$ cat config.mk
export PLATFORM = sky130hd
export DESIGN_NAME = max7219_chain_driver_flat
export DESIGN_NICKNAME = d
export VERILOG_FILES = /design/src/rtl/max7219_chain_driver_if.sv /design/src/rtl/max7219_chain_driver.sv /design/src/flat_wrapper.sv
export SDC_FILE = /design/constraint.sdc
export NUM_CORES = 1
export LEC_CHECK = 0
export BUFFER_PORTS_ARGS = -buffer_cell sky130_fd_sc_hd__clkbuf_2
export CAP_MARGIN = 10
export CORE_ASPECT_RATIO = 1.25
export CORE_MARGIN = 2
export CORE_UTILIZATION = 53
export DETAILED_ROUTE_END_ITERATION = 12
export PLACE_DENSITY = 0.74
export SETUP_SLACK_MARGIN = 0.1
export SLEW_MARGIN = 20
export SYNTH_ARGS = -nofsm -noshare
export SYNTH_HDL_FRONTEND = slang
export SYNTH_SLANG_ARGS = --single-unit
export TNS_END_PERCENT = 20
$ cat constraint.sdc
create_clock -name i_clk -period 5.3 [get_ports i_clk]
set_clock_uncertainty 0.15 [all_clocks]
set_input_delay 0.265 -clock i_clk [delete_from_list [all_inputs] [get_ports i_clk]]
set_output_delay 0.265 -clock i_clk [all_outputs]
set_load 0.02 [all_outputs]
$ cat src/rtl/max7219_chain_driver_if.sv
`default_nettype none
// ============================================================================
// Module      : max7219_chain_driver_if
// Description : Request/status bundle between the display-refresh client and
//               the MAX7219 chain driver. The optional display-test request
//               line exists only when MAX7219_DISPLAY_TEST_EN is defined.
// Revision    : 1.0 - initial release
// ============================================================================
interface max7219_chain_driver_if #(
    parameter int NUM_DEV    = 1,
    parameter int NUM_DIGITS = 8
);
    logic                            i_start;
    logic [NUM_DEV*NUM_DIGITS*8-1:0] i_digits;
    logic [3:0]                      i_intensity;
`ifdef MAX7219_DISPLAY_TEST_EN
    logic                            i_display_test;
`endif
    logic                            o_busy;
    logic                            o_done;

`ifdef MAX7219_DISPLAY_TEST_EN
    modport master (output i_start, i_digits, i_intensity, i_display_test,
                    input  o_busy, o_done);
    modport slave  (input  i_start, i_digits, i_intensity, i_display_test,
                    output o_busy, o_done);
`else
    modport master (output i_start, i_digits, i_intensity,
                    input  o_busy, o_done);
    modport slave  (input  i_start, i_digits, i_intensity,
                    output o_busy, o_done);
`endif
endinterface
`default_nettype wire

$ cat src/rtl/max7219_chain_driver.sv
`default_nettype none
// ============================================================================
// Module      : max7219_chain_driver
// Description : Serial driver for a daisy chain of MAX7219 display chips.
//               Initialises the chain after reset, then on request writes
//               every digit of every chip over DIN/CLK/LOAD. Each frame is
//               one register write to all chips, furthest chip first.
//               Define MAX7219_DISPLAY_TEST_EN to add a display-test request
//               that is forwarded to register 0x0F on change.
// Revision    : 1.0 - initial release
// ============================================================================
module max7219_chain_driver #(
    parameter int NUM_DEV    = 1,
    parameter int NUM_DIGITS = 8,
    parameter int CLK_DIV    = 4
) (
    input  logic                  i_clk,
    input  logic                  i_reset_n,
    input  logic                  i_en,
    max7219_chain_driver_if.slave ctrl,
    output logic                  o_serial_dout,
    output logic                  o_serial_load,
    output logic                  o_serial_clk
);

    localparam int              NB         = 16 * NUM_DEV;
    localparam int              BIT_W      = $clog2(NB);
    localparam int              CNT_W      = (CLK_DIV > 1) ? $clog2(CLK_DIV) : 1;
    localparam logic [CNT_W-1:0] CNT_LAST  = CNT_W'(CLK_DIV - 1);
    localparam logic [BIT_W-1:0] BIT_LAST  = BIT_W'(NB - 1);
    localparam logic [3:0]      INIT_LAST  = 4'd4;
    localparam logic [3:0]      DIG_LAST   = 4'(NUM_DIGITS - 1);
    localparam logic [7:0]      SCAN_LIMIT = 8'(NUM_DIGITS - 1);

    typedef enum logic [2:0] {
        ST_IDLE     = 3'd0,
        ST_SHIFT_LO = 3'd1,
        ST_SHIFT_HI = 3'd2,
        ST_LATCH    = 3'd3,
        ST_GAP      = 3'd4
    } state_t;

    typedef enum logic [1:0] {
        SEQ_INIT     = 2'd0,
        SEQ_CFG_INT  = 2'd1,
        SEQ_CFG_TEST = 2'd2,
        SEQ_REFRESH  = 2'd3
    } seq_t;

    state_t                          state_q;
    seq_t                            seq_q, seq_d;
    logic [3:0]                      idx_q, idx_d;
    logic                            init_done_q, init_done_d;
    logic                            pend_q;
    logic [CNT_W-1:0]                cnt_q;
    logic [BIT_W-1:0]                bit_q;
    logic [NB-1:0]                   sr_q;
    logic [NUM_DEV*NUM_DIGITS*8-1:0] digits_q;
    logic [3:0]                      int_buf_q, int_shadow_q;
    logic                            need_test_q, test_buf_q, test_shadow_q;
    logic                            busy_q, done_q, dout_q, load_q, sclk_q;

    logic                            frame_end_d, launch_d, accept_d, done_d, seq_end_d;
    logic                            test_live_d, need_int_d, need_test_d;
    logic [NUM_DEV*NUM_DIGITS*8-1:0] dig_src_d;
    logic [3:0]                      int_src_d;
    logic                            test_src_d;
    logic [7:0]                      addr_d, data_d;
    logic [NB-1:0]                   frame_d;

`ifdef MAX7219_DISPLAY_TEST_EN
    assign test_live_d = ctrl.i_display_test;
`else
    assign test_live_d = 1'b0;
`endif

    assign need_int_d  = (ctrl.i_intensity != int_shadow_q);
    assign need_test_d = (test_live_d != test_shadow_q);
    assign frame_end_d = (state_q == ST_GAP) && (cnt_q == CNT_LAST);

    // Decide whether a frame starts this cycle and which register write it is
    always_comb begin
        launch_d    = 1'b0;
        accept_d    = 1'b0;
        done_d      = 1'b0;
        seq_end_d   = 1'b0;
        init_done_d = init_done_q;
        seq_d       = seq_q;
        idx_d       = idx_q;
        if (state_q == ST_IDLE) begin
            if (i_en) begin
                if (!init_done_q) begin
                    // resume INIT at the next unsent write
                    launch_d = 1'b1;
                    seq_d    = SEQ_INIT;
                end else if (ctrl.i_start || pend_q) begin
                    accept_d = 1'b1;
                end
            end
        end else if (frame_end_d) begin
            case (seq_q)
                SEQ_INIT: begin
                    if (idx_q == INIT_LAST) begin
                        init_done_d = 1'b1;
                        seq_end_d   = 1'b1;
                    end else begin
                        idx_d    = idx_q + 4'd1;
                        launch_d = i_en;
                    end
                end
                SEQ_CFG_INT: begin
                    idx_d    = 4'd0;
                    seq_d    = need_test_q ? SEQ_CFG_TEST : SEQ_REFRESH;
                    launch_d = i_en;
                end
                SEQ_CFG_TEST: begin
                    idx_d    = 4'd0;
                    seq_d    = SEQ_REFRESH;
                    launch_d = i_en;
                end
                default: begin
                    if (idx_q == DIG_LAST) begin
                        done_d    = 1'b1;
                        seq_end_d = 1'b1;
                    end else begin
                        idx_d    = idx_q + 4'd1;
                        launch_d = i_en;
                    end
                end
            endcase
            // a request arriving during (or exactly at the end of) a sequence restarts at once
            if (seq_end_d && i_en && (ctrl.i_start || pend_q)) begin
                accept_d = 1'b1;
            end
        end
        if (accept_d) begin
            launch_d = 1'b1;
            idx_d    = 4'd0;
            if (need_int_d) begin
                seq_d = SEQ_CFG_INT;
            end else if (need_test_d) begin
                seq_d = SEQ_CFG_TEST;
            end else begin
                seq_d = SEQ_REFRESH;
            end
        end
    end

    // Build the chain-wide shift word for the frame selected above
    always_comb begin
        dig_src_d  = accept_d ? ctrl.i_digits    : digits_q;
        int_src_d  = accept_d ? ctrl.i_intensity : int_buf_q;
        test_src_d = accept_d ? test_live_d      : test_buf_q;
        addr_d     = 8'h00;
        data_d     = 8'h00;
        frame_d    = '0;
        case (seq_d)
            SEQ_INIT: begin
                case (idx_d)
                    4'd0:    begin addr_d = 8'h0C; data_d = 8'h01;                     end
                    4'd1:    begin addr_d = 8'h09; data_d = 8'h00;                     end
                    4'd2:    begin addr_d = 8'h0B; data_d = SCAN_LIMIT;                end
                    4'd3:    begin addr_d = 8'h0A; data_d = {4'h0, ctrl.i_intensity}; end
                    default: begin addr_d = 8'h0F; data_d = 8'h00;                     end
                endcase
            end
            SEQ_CFG_INT: begin
                addr_d = 8'h0A;
                data_d = {4'h0, int_src_d};
            end
            SEQ_CFG_TEST: begin
                addr_d = 8'h0F;
                data_d = {7'h00, test_src_d};
            end
            default: begin
                addr_d = {4'h0, idx_d} + 8'd1;
            end
        endcase
        for (int d = 0; d < NUM_DEV; d++) begin
            if (seq_d == SEQ_REFRESH) begin
                frame_d[d*16 +: 16] = {addr_d, dig_src_d[((d * NUM_DIGITS) + int'(idx_d)) * 8 +: 8]};
            end else begin
                frame_d[d*16 +: 16] = {addr_d, data_d};
            end
        end
    end

    // Sequencer bookkeeping plus the bit-level serial FSM with registered pins
    always_ff @(posedge i_clk or negedge i_reset_n) begin
        if (!i_reset_n) begin
            state_q       <= ST_IDLE;
            seq_q         <= SEQ_INIT;
            idx_q         <= 4'd0;
            init_done_q   <= 1'b0;
            pend_q        <= 1'b0;
            cnt_q         <= '0;
            bit_q         <= '0;
            sr_q          <= '0;
            digits_q      <= '0;
            int_buf_q     <= 4'h0;
            int_shadow_q  <= 4'h0;
            need_test_q   <= 1'b0;
            test_buf_q    <= 1'b0;
            test_shadow_q <= 1'b0;
            busy_q        <= 1'b0;
            done_q        <= 1'b0;
            dout_q        <= 1'b0;
            load_q        <= 1'b0;
            sclk_q        <= 1'b0;
        end else begin
            done_q      <= done_d;
            init_done_q <= init_done_d;
            seq_q       <= seq_d;
            idx_q       <= idx_d;

            // requests while busy coalesce into one pending restart
            if (!i_en || accept_d) begin
                pend_q <= 1'b0;
            end else if (ctrl.i_start) begin
                pend_q <= 1'b1;
            end

            // whole-frame capture so a refresh never mixes old and new digits
            if (accept_d) begin
                digits_q    <= ctrl.i_digits;
                int_buf_q   <= ctrl.i_intensity;
                need_test_q <= need_test_d;
                test_buf_q  <= test_live_d;
            end

            // shadows track what the chips have been told
            if (launch_d && (seq_d != SEQ_REFRESH)) begin
                if (addr_d == 8'h0A) begin
                    int_shadow_q <= data_d[3:0];
                end
                if (addr_d == 8'h0F) begin
                    test_shadow_q <= data_d[0];
                end
            end

            if (launch_d) begin
                state_q <= ST_SHIFT_LO;
                cnt_q   <= '0;
                bit_q   <= '0;
                sr_q    <= frame_d;
                dout_q  <= frame_d[NB-1];
                sclk_q  <= 1'b0;
                load_q  <= 1'b0;
                busy_q  <= 1'b1;
            end else begin
                case (state_q)
                    ST_SHIFT_LO: begin
                        if (cnt_q == CNT_LAST) begin
                            cnt_q   <= '0;
                            sclk_q  <= 1'b1;
                            state_q <= ST_SHIFT_HI;
                        end else begin
                            cnt_q <= cnt_q + 1'b1;
                        end
                    end
                    ST_SHIFT_HI: begin
                        if (cnt_q == CNT_LAST) begin
                            cnt_q  <= '0;
                            sclk_q <= 1'b0;
                            if (bit_q == BIT_LAST) begin
                                dout_q  <= 1'b0;
                                load_q  <= 1'b1;
                                state_q <= ST_LATCH;
                            end else begin
                                bit_q   <= bit_q + 1'b1;
                                sr_q    <= sr_q << 1;
                                dout_q  <= sr_q[NB-2];
                                state_q <= ST_SHIFT_LO;
                            end
                        end else begin
                            cnt_q <= cnt_q + 1'b1;
                        end
                    end
                    ST_LATCH: begin
                        if (cnt_q == CNT_LAST) begin
                            cnt_q   <= '0;
                            load_q  <= 1'b0;
                            state_q <= ST_GAP;
                        end else begin
                            cnt_q <= cnt_q + 1'b1;
                        end
                    end
                    ST_GAP: begin
                        if (cnt_q == CNT_LAST) begin
                            cnt_q   <= '0;
                            busy_q  <= 1'b0;
                            state_q <= ST_IDLE;
                        end else begin
                            cnt_q <= cnt_q + 1'b1;
                        end
                    end
                    default: begin
                        state_q <= ST_IDLE;
                    end
                endcase
            end
        end
    end

    assign ctrl.o_busy   = busy_q;
    assign ctrl.o_done   = done_q;
    assign o_serial_dout = dout_q;
    assign o_serial_load = load_q;
    assign o_serial_clk  = sclk_q;

endmodule
`default_nettype wire
$ cat src/flat_wrapper.sv
// flat-port wrapper written by rule: the top's interface ports become plain ports
module max7219_chain_driver_flat 
#(
    parameter int NUM_DEV    = 1,
    parameter int NUM_DIGITS = 8,
    parameter int CLK_DIV    = 4
)
  (i_clk, i_reset_n, i_en, o_serial_dout, o_serial_load, o_serial_clk, ctrl_i_start, ctrl_i_digits, ctrl_i_intensity, ctrl_o_busy, ctrl_o_done);
  max7219_chain_driver_if #(.NUM_DEV(NUM_DEV), .NUM_DIGITS(NUM_DIGITS)) ctrl_i ();
  input  logic i_clk;
  input  logic i_reset_n;
  input  logic i_en;
  output logic o_serial_dout;
  output logic o_serial_load;
  output logic o_serial_clk;
  input wire logic [$bits(ctrl_i.i_start)-1:0] ctrl_i_start;
  input wire logic [$bits(ctrl_i.i_digits)-1:0] ctrl_i_digits;
  input wire logic [$bits(ctrl_i.i_intensity)-1:0] ctrl_i_intensity;
  output wire logic [$bits(ctrl_i.o_busy)-1:0] ctrl_o_busy;
  output wire logic [$bits(ctrl_i.o_done)-1:0] ctrl_o_done;
  assign ctrl_i.i_start = ctrl_i_start;
  assign ctrl_i.i_digits = ctrl_i_digits;
  assign ctrl_i.i_intensity = ctrl_i_intensity;
  assign ctrl_o_busy = ctrl_i.o_busy;
  assign ctrl_o_done = ctrl_i.o_done;
  max7219_chain_driver #(.NUM_DEV(NUM_DEV), .NUM_DIGITS(NUM_DIGITS), .CLK_DIV(CLK_DIV)) u_core (.i_clk(i_clk), .i_reset_n(i_reset_n), .i_en(i_en), .ctrl(ctrl_i), .o_serial_dout(o_serial_dout), .o_serial_load(o_serial_load), .o_serial_clk(o_serial_clk));
endmodule
==> metrics, run 1 <==
Total Routing Usage GR=0.277; Crit Path Max Fanout=14; post-synthesis area per instance=9.02 um^2; Die Span X=99.4 um; Max-cap violations=0; R2R depth=12; share of layout cells above drive strength 1=0.166; outcome=finished clean; Pre-antenna DRT Iters=5; Syn Inst Count=about 670; worst endpoint required time=5380 ps; vertical die dimension=123 um; DP Area=6460 um^2; Port Buffer Count=76; Detail Placement HPWL=~11,000 um; vias per inst=5.68; Setup TNS=0 ps; Cell Count, Final, Fillers Out=a little over 900; # nets final=875; Commonest cells post-synth=nand2_1, dfrtp_1, mux2i_1; FFs w/ async S/R, synth=1.00; reg-to-reg slack, setup=890 ps; number of global-route vias before repair=~5.4k; crit path time final=4410 ps; clk slew on worst S/H paths=approximately 70 ps; # clock sinks=112; biggest area consumer among synthesized cells=dfrtp_1; max_slew headroom=0.267; DRT Wirelength=16,000 um; fin crit share=0.831; DRT antenna net count=0; HP Class=input port to flip-flop; total number of vias=5,251; DRC Markers=0; #FFs+latches synth=112; Initial Utilization=0.544; Worst Setup Path Type=flip-flop to flip-flop; Lkg Pwr=about 3.7 nW; post-route cell area=between 7000 and 8000 um^2; CTS tree=built; CTS Root Cell=clkbuf_16; most frequent cell after synthesis=nand2_1; worst r2r dst=u_core.int_shadow_q[0]$_DFFE_PN0P_; WL/cell=roughly 17 um; n_diodes=0; GPL Wtd Cong=0.872; area growth from synthesis to layout=21.8%; row cnt=43; Clock Path Buffers=2; worst setup path endpoint=u_core.int_shadow_q[0]$_DFFE_PN0P_; Synth Cell Area=6030 um^2; Post-synth EDFFs=0; unrepaired setup endpoints after global routing=no; synth top area cells=dfrtp_1, nand2_1, mux2i_1, ha_1, a21oi_1; peak supply drop=0.167 mV; Worst-Skew Late Latency=350 ps; pwr/cell area=350 nW/um^2; distinct cell type count after synthesis=78; Seq/Total Area, Yosys=0.465; Final Slew Violations=0; DRT iter0 DRCs=295; hold wc startpoint=ctrl_i_digits[0]; gr ovfl total=0; CP endpoint kind=flip-flop; CTS H-Tree Depth=3; FF-to-FF Start=u_core.cnt_q[0]$_DFFE_PN0P_; warnings from Yosys=0; crit start category=flip-flop; I/O pin count=just under 80; crit path from=u_core.cnt_q[0]$_DFFE_PN0P_; Critical Path AT=4490 ps; Top FF cell, synth=dfrtp_1; Final Setup Violations=0; global-route wire length before repair=between 20,000 and 30,000 um; dpl cells=850; full die area=about 12,000 um^2; area share of the largest cell type after synthesis=0.465; pin count of the biggest net entering global routing=77; Placement Setup Slack=988 ps; final worst setup slack=894 ps; final hold vios=0; maximum clock rate=227 MHz; core area=roughly 11,000 um^2; Mapped Nets=around 760; Worst Max-Slew Pin Slew=1100 ps; Post-CTS Resized=0; CTS Buf Count=9; initial antenna violation count=0
==> stage by stage <==
step            util  power (mW)  hold WS (ps)
2_1_floorplan      -        1.66          -181
3_3_place_gp   0.583        1.85           268
3_5_place_dp   0.583        1.88           281
4_1_cts        0.662        2.58          7.40
5_1_grt        0.662        2.72          22.3
6_report       0.662        2.57          14.4
==> final cells by class <==
type | instances | area, um^2
fillers | 900 | 3750
repair buffers | 141 | 1020
well taps | 135 | 169
inverters | 17 | 63.8
clock buffers | 10 | 239
multi-input cells | 504 | 2990
clock inverters | 6 | 51.3
flip-flops and latches | 112 | 2800
==> flip-flops by register name, summed over array words and instances, names as in the netlist, 2 cells and up <==
name / count
u_core.bit_q: 4
u_core.idx_q: 4
u_core.sr_q: 15
u_core.digits_q: 64
u_core.state_q: 3
u_core.seq_q: 2
u_core.int_shadow_q: 4
u_core.int_buf_q: 4
u_core.cnt_q: 2
==> kinds of logic (layout without fill, tap and decap cells) <==
group | count (synthesis) | after routing | synth area share
simple gates | 325 | 325 | 0.234
mux | 39 | 39 | 0.0671
flops | 112 | 112 | 0.465
fa+ha+maj | 18 | 18 | 0.0374
compound gates | 112 | 112 | 0.144
buf+inv | 52 | 174 | 0.0384
xor+xnor | 10 | 10 | 0.0145
==> worst max-delay path, cell delays in order, from the launching register on <==
cell	delay, ps
dfrtp_1	380
ha_1	320
nand4bb_1	530
a211oi_2	410
a22oi_2	250
nor2_2	440
inv_1	250
ha_1	340
o31ai_1	250
nand3_1	130
o21ai_1	270
nand4b_4	230
mux2_1	330
==> cell usage in the layout (no fill, tap or decap), types with 3 or more instances in the layout <==
cell type      count
nand2_1          233
dfrtp_1          112
clkbuf_2          75
dlygate4sd3_1     59
mux2i_1           28
nor2_1            27
a21oi_1           21
nand3_1           18
ha_1              18
o21ai_0           16
inv_1             16
nor3_1            11
a22oi_1           10
mux2_2             9
clkbuf_16          9
buf_4              7
xor2_1             6
and3_1             6
o22ai_1            5
o21ai_1            4
or3_1              4
a31oi_1            4
o21bai_1           4
xnor2_1            4
and3b_1            3
nor4_1             3
o2bb2ai_1          3
nand4_1            3
o311ai_0           3
clkinv_4           3
==> routing by layer <==
layer / share of wire / global-route usage / vias to the layer above
li1: - / - / 2516
met1: 0.42 / 0.342 / 2566
met2: 0.53 / 0.500 / 139
met3: 0.033 / 0.0345 / 30
met4: 0.023 / 0.0976 / 0
met5: 0 / 0 / -
==> timing repair <==
item,4_1_cts,5_1_grt
hold buffers,59,0
hold endpoints to repair,125,0
setup buffers,0,0
==> worst min-delay path by stage <==
stage | endpoint | slack, ps | cells past startpoint
after floorplan | u_core.bit_q[0]$_DFFE_PN0P_ | -180 | 0
after global placement | u_core.cnt_q[0]$_DFFE_PN0P_ | 270 | 1
after detailed placement | u_core.cnt_q[1]$_DFFE_PN0P_ | 280 | 1
after CTS | u_core.digits_q[0]$_DFF_PN0_ | 7 | 2
after global routing | u_core.digits_q[1]$_DFF_PN0_ | 20 | 3
final | u_core.digits_q[0]$_DFF_PN0_ | 10 | 2
==> report_power, final <==
group	internal, mW	total (mW)	switching, mW
registers	0.963	1.06	0.0966
clock network	0.339	0.666	0.327
logic	0.357	0.845	0.489
total	1.66	2.57	0.912
Power figures use the tool's default switching activity.
==> run 2, diff against run 1 <==
ABC_AREA = 1   (was not set)
PLACE_DENSITY = 0.77   (was 0.74)
clock period = 3.6 ns   (was 5.3 ns; I/O delays follow)
==> run 2 against run 1 <==
First-iteration DRC count up 28%. Setup slack worse by 450 ps. Critical path depth up 6. Non-clock buffer count up 17. Sequential share of layout area down 0.97 points. Power up 120%. Register-to-register slack worse by 450 ps. Critical path type unchanged. Largest cell class unchanged.
==> metrics, run 2 <==
outcome=finished clean; Worst Max-Slew Pin Slew=927 ps (-168 ps); total setup buffers inserted after CTS=0 (unchanged); vias per inst=5.24 (-7.8%); crit path from=u_core.seq_q[0]$_DFF_PN0_; number of global-route vias before repair=5,745 (+6.2%); CP endpoint kind=flip-flop; peak supply drop=0.371 mV (+120%); initial antenna violation count=0 (unchanged); vertical die dimension=124 um (+0.36%); FFs w/ async S/R, synth=1.00 (unchanged); Largest Register=u_core.digits_q; CTS tree=built; DP Area=6530 um^2 (+1.2%); n_diodes=0 (unchanged); unrepaired setup endpoints after global routing=no; DRT antenna net count=0 (unchanged); worst r2r dst=u_core.int_shadow_q[2]$_DFFE_PN0P_; maximum clock rate=316 MHz (+39%); Setup TNS=0 ps (unchanged); Largest regs=u_core.digits_q x64, u_core.sr_q x15; gr ovfl total=0 (unchanged); fin crit share=0.878 (+0.0465); Commonest cells post-synth=nand2_1, dfrtp_1, nand3_1; share of layout cells above drive strength 1=0.158 (-0.00770); area share of the largest cell type after synthesis=0.462 (-0.00345); Detail Placement HPWL=9610 um (-9.8%); DRT Wirelength=15,400 um (-3.8%); reg-to-reg slack, setup=440 ps (-450 ps); Synth Cell Area=6070 um^2 (+0.75%); HP Class=input port to flip-flop; Top FF cell, synth=dfrtp_1; Pre-antenna DRT Iters=6 (+1); area growth from synthesis to layout=24.0%; Initial Utilization=0.545 (+0.00142); worst setup path endpoint=u_core.int_shadow_q[2]$_DFFE_PN0P_; FF-to-FF Start=u_core.seq_q[0]$_DFF_PN0_; GPL Wtd Cong=0.885 (+1.4%); #FFs+latches synth=112 (unchanged); crit start category=flip-flop; commonest non-fill, non-tap cell in the layout=nand2_1; Mapped Nets=883 (+16%); Post-synth EDFFs=0 (unchanged); DRT iter0 DRCs=379 (+28%); Lkg Pwr=3.99 nW (+7.2%); Critical Path AT=3250 ps (-1240 ps); Seq/Total Area, Yosys=0.462 (-0.00345); crit path time final=3160 ps (-1250 ps); warnings from Yosys=0 (unchanged); Port Buffer Count=76 (unchanged); fillcell total=888 (-1.3%); CTS Buf Count=9 (unchanged); # nets final=1,021 (+17%); pin count of the biggest net entering global routing=77 (unchanged); max_slew headroom=0.382 (+0.115); number of flip-flops in the largest register=64 (unchanged); biggest area consumer among synthesized cells=dfrtp_1; global-route wire length before repair=26,300 um (-1.7%); most frequent cell after synthesis=nand2_1; R2R depth=18 (+6); Worst Setup Path Type=flip-flop to flip-flop; worst endpoint required time=3690 ps (-1690 ps); post-route cell area=7530 um^2 (+2.6%); full die area=12,300 um^2 (+0.72%); distinct cell type count after synthesis=40 (-49%); WL/cell=14.4 um (-17%); Max-cap violations=0 (unchanged); Crit Path Max Fanout=11 (-3); Syn Inst Count=793 (+19%); CTS Root Cell=clkbuf_16; I/O pin count=77 (unchanged); Die Span X=99.7 um (+0.36%); Worst-Skew Late Latency=360 ps (about the same); post-synthesis area per instance=7.66 um^2 (-15%); total number of vias=5,608 (+6.8%); clk slew on worst S/H paths=70 ps (about the same); Final Slew Violations=0 (unchanged); synth top area cells=dfrtp_1, nand2_1, nand3_1, ha_1, inv_1; row cnt=43 (unchanged); final hold vios=0 (unchanged); # clock sinks=112 (unchanged); Final Setup Violations=0 (unchanged); CTS H-Tree Depth=3 (unchanged); Total Routing Usage GR=0.270 (-0.00682); core area=11,100 um^2 (+0.49%); Clock Path Buffers=2 (unchanged); most frequent cells in the layout=nand2_1, dfrtp_1, clkbuf_2; DRC Markers=0 (unchanged); pwr/cell area=741 nW/um^2 (+110%)
run 2: worst min-delay path by stage:
stage,start,slack [ps],end,cells past startpoint
floorplan,i_reset_n,-270,u_core.bit_q[0]$_DFFE_PN0P_,0
global placement,i_reset_n,220,u_core.init_done_q$_DFFE_PN0P_,1
detailed placement,i_reset_n,220,u_core.pend_q$_DFFE_PN0P_,1
CTS,ctrl_i_start,280,u_core.need_test_q$_DFFE_PN0N_,7
global route,ctrl_i_start,340,u_core.need_test_q$_DFFE_PN0N_,7
finish,ctrl_i_start,260,u_core.need_test_q$_DFFE_PN0N_,7
run 2: stage by stage:
stage	total power, mW	std cells	hold slack, ps	worst slack (ps)	utilization
2_1_floorplan	3.92	793	-266	418	-
3_3_place_gp	4.43	984	224	462	0.587
3_5_place_dp	4.50	984	222	329	0.587
4_1_cts	5.55	1071	276	326	0.676
5_1_grt	6.07	1071	344	152	0.676
6_report	5.58	1071	264	440	0.676
run 2: what timing repair did:
item                                   in CTS  in global routing
hold buffers                               71                  0
setup endpoints to repair                   0                  5
gates resized for setup                     0                  1
endpoints found under the hold margin     140                  0
run 2: metal layers:
layer  routed length, um  track usage
met5                   0            0
met4                 390        0.104
met1                6280        0.322
met2                8050        0.484
met3                 721       0.0527
run 2: cell families (layout without fill, tap and decap cells):
kind of cell             after synthesis  after routing  share of synthesized area
adder cells (fa/ha/maj)               18             18                     0.0371
XOR/XNOR                               7              7                     0.0101
flip-flops                           112            112                      0.462
AO/OA/AOI/OAI                         91             91                     0.0886
buffers and inverters                 94            237                     0.0674
AND/OR/NAND/NOR                      471            471                      0.335
run 2: cell type report:
type / count / area (um^2) / share of cell area
Clock buffer: 9 / 225 / 0.0299
Clock inverter: 7 / 60.1 / 0.00798
Inverter: 63 / 236 / 0.0314
Multi-Input combinational cell: 587 / 2860 / 0.380
Sequential cell: 112 / 2800 / 0.372
Tap cell: 135 / 169 / 0.0224
Timing Repair Buffer: 158 / 1180 / 0.156
run 2: worst max-delay path: stages, from the launching register on:
cell	delay [ps]
dfrtp_1	440
inv_1	140
ha_1	220
nand2_1	100
o21ai_4	210
nand2_4	100
nand2_4	70
nand2_4	110
o21ai_1	250
inv_1	110
ha_1	300
inv_1	210
nor2_1	60
a21oi_1	160
nand2_2	130
inv_2	70
nand3_2	90
nand2_1	80
nand2_1	50
run 2: where the power goes:
| group | switching (mW) | total, mW | internal [mW] |
|---|---|---|---|
| registers | 0.217 | 1.97 | 1.76 |
| logic | 1.72 | 2.63 | 0.908 |
| clock network | 0.492 | 0.976 | 0.484 |
| total | 2.43 | 5.58 | 3.15 |
==> run 3, diff against run 2 <==
CELL_PAD_IN_SITES_DETAIL_PLACEMENT = 1   (was not set)
CELL_PAD_IN_SITES_GLOBAL_PLACEMENT = 1   (was not set)
CORE_UTILIZATION = 39   (was 53)
PLACE_DENSITY = not set   (was 0.77)
PLACE_DENSITY_LB_ADDON = 0.1   (was not set)
==> run 3 against run 2 <==
Die area is 34% higher. Critical path depth is 1 lower. Non-clock buffer count is 2 higher. Sequential cell count stayed put. Design area is 1.8% higher. Combinational power is 5% higher. Sequential share of layout area is 0.66 points lower.
==> metrics, run 3 (synthesized netlist as in run 2, its figures left out) <==
unrepaired setup endpoints after global routing=no; Critical Path AT=3350 ps (+100 ps); Clk pwr share=0.168 (-0.007); DRT antenna net count=0 (unchanged); fin crit share=0.890 (+0.0121); sw power=2.54 mW (+4.6%); Clock Path Buffers=2 (unchanged); post-route cell area=7660 um^2 (+1.8%); worst endpoint required time=3750 ps (+60 ps); crit path time final=3200 ps (+43.4 ps); I/O pin count=77 (unchanged); DRC Markers=0 (unchanged); crit start category=flip-flop; Largest regs=u_core.digits_q x64, u_core.sr_q x15; hold slack final=272 ps (+7.94 ps); core area=15,400 um^2 (+38%); Die Span X=116 um (+16%); Pre-antenna DRT Iters=4 (-2); Cell Count, Final, Fillers Out=1,150 (+7.4%); max_slew headroom=0.285 (-0.0974); Largest Register=u_core.digits_q; DRT iter0 DRCs=185 (-51%); pwr/cell area=745 nW/um^2 (+0.50%); dpl cells=1,063 (+8.0%); WL/cell=16.3 um (+13%); outcome=finished clean; area growth from synthesis to layout=26.2%; peak supply drop=0.234 mV (-37%); HP Class=input port to async pin; CTS tree=built; full die area=16,600 um^2 (+34%); number of flip-flops in the largest register=64 (unchanged); initial antenna violation count=0 (unchanged); CTS H-Tree Depth=3 (unchanged); global-route wire length before repair=31,100 um (+18%); CP endpoint kind=flip-flop; # nets final=1,023 (+0.20%); Max-cap violations=0 (unchanged); row cnt=51 (+19%); n_diodes=0 (unchanged); GPL Wtd Cong=0.868 (-1.9%); Final Slew Violations=0 (unchanged); pin count of the biggest net entering global routing=77 (unchanged); combinational share of power=0.483 (+0.012); GR Util met1=0.282 (-0.0405); vertical die dimension=143 um (+16%); DRT Wirelength=18,800 um (+22%); met2 usage=0.441 (-0.0429); Worst-Skew Late Latency=360 ps (about the same); Crit Path Max Fanout=76 (+65); CTS Buf Count=9 (unchanged); met3 Track Usage GR=0.0283 (-0.0245); # clock sinks=112 (unchanged); Initial Utilization=0.395 (-0.150); number of global-route vias before repair=6,295 (+9.6%); GRT busiest layer=met2; share of layout cells above drive strength 1=0.163 (+0.00499); Detail Placement HPWL=12,400 um (+29%); total number of vias=5,732 (+2.2%); Final Setup Violations=0 (unchanged); Total Routing Usage GR=0.241 (-0.0299); vias per inst=4.98 (-4.8%); commonest non-fill, non-tap cell in the layout=nand2_1; CTS Root Cell=clkbuf_16; Worst Setup Path Type=flip-flop to flip-flop; DP Area=6640 um^2 (+1.7%); Reg power frac=0.348 (-0.006); gr ovfl total=0 (unchanged); Port Buffer Count=76 (unchanged); maximum clock rate=312 MHz (-1.4%); final hold vios=0 (unchanged); Worst Max-Slew Pin Slew=1060 ps (+136 ps); sw frac=0.446 (+0.00997); most frequent cells in the layout=nand2_1, dfrtp_1, clkbuf_2; Lkg Pwr=3.99 nW (about the same); clk slew on worst S/H paths=70 ps (about the same); Internal=3.16 mW (+0.49%); Setup TNS=0 ps (unchanged)
## run 3: changes by cell type in the layout (fill, tap and decap cells not counted), moves of 2 or more
cell / previous run / this run
clkbuf_1: 0 / 3
ha_1: 18 / 15
ha_2: 0 / 3
buf_4: 12 / 14
inv_8: 2 / 0
## run 3: worst max-delay path: stages (launching register included)
cell and delay (ps):
dfrtp_1 440, inv_1 160, ha_2 240, nand2_1 100, o21ai_4 210, nand2_4 100, a21oi_4 180, buf_4 600
nand2_1 150, nand2_1 130, nand2_1 70, nand3_1 70, nand3_1 70, nand2_1 130, nand2_1 70, nand2_1 80
nand2_1 50, nand2_1 60
## run 3: routing by layer
| metal | vias to the layer above | share of wire |
|---|---|---|
| met5 | - | 0 |
| met4 | 0 | 0.025 |
| met3 | 29 | 0.022 |
| met2 | 86 | 0.53 |
| met1 | 2831 | 0.42 |
| li1 | 2786 | - |
## run 3: power groups by stage
| stage | registers, mW | logic [mW] | clock network, mW |
|---|---|---|---|
| global placement | 1.98 | 2.53 | 0 |
| global route | 2.04 | 3.18 | 1.03 |
| detailed placement | 2.00 | 2.63 | 0 |
| floorplan | 1.94 | 1.98 | 0 |
| CTS | 1.98 | 2.73 | 0.982 |
| finish | 1.99 | 2.76 | 0.960 |
## run 3: metrics by stage
stage	power (mW)	util	setup WS, ps
2_1_floorplan	3.92	-	418
3_3_place_gp	4.51	0.432	367
3_5_place_dp	4.63	0.432	121
4_1_cts	5.69	0.496	201
5_1_grt	6.25	0.498	115
6_report	5.71	0.498	396
## run 3: area by class of cell
type / instances / area, um^2
Tap cell: 212 / 265
Multi-Input combinational cell: 587 / 2900
Inverter: 63 / 236
Sequential cell: 112 / 2800
Clock inverter: 4 / 30.0
Clock buffer: 12 / 236
Timing Repair Buffer: 160 / 1190
Fill cell: 1909 / 7710
## run 3: worst paths after layout
path	start	end	slack, ps	cells after the start
worst max-delay path	u_core.seq_q[1]$_DFF_PN0_	u_core.sr_q[0]$_DFFE_PN0P_	400	17
worst min-delay path	i_reset_n	u_core.o_serial_dout$_DFFE_PN0P_	270	2
max in group asynchronous	i_reset_n	u_core.int_buf_q[0]$_DFF_PN0_	2120	3
worst min register to register	u_core.digits_q[32]$_DFF_PN0_	u_core.digits_q[32]$_DFF_PN0_	330	2
worst max register to register	u_core.seq_q[1]$_DFF_PN0_	u_core.sr_q[0]$_DFFE_PN0P_	400	17
min in group i_clk	i_en	u_core.need_test_q$_DFFE_PN0N_	320	7
## run 3: repair_timing
| item | CTS | global route |
|---|---|---|
| gates resized for setup | 1 | 9 |
| endpoints found under the hold margin | 126 | 0 |
| hold buffers | 71 | 0 |
| endpoints found under the setup margin | 4 | 15 |
| setup buffers | 0 | 0 |
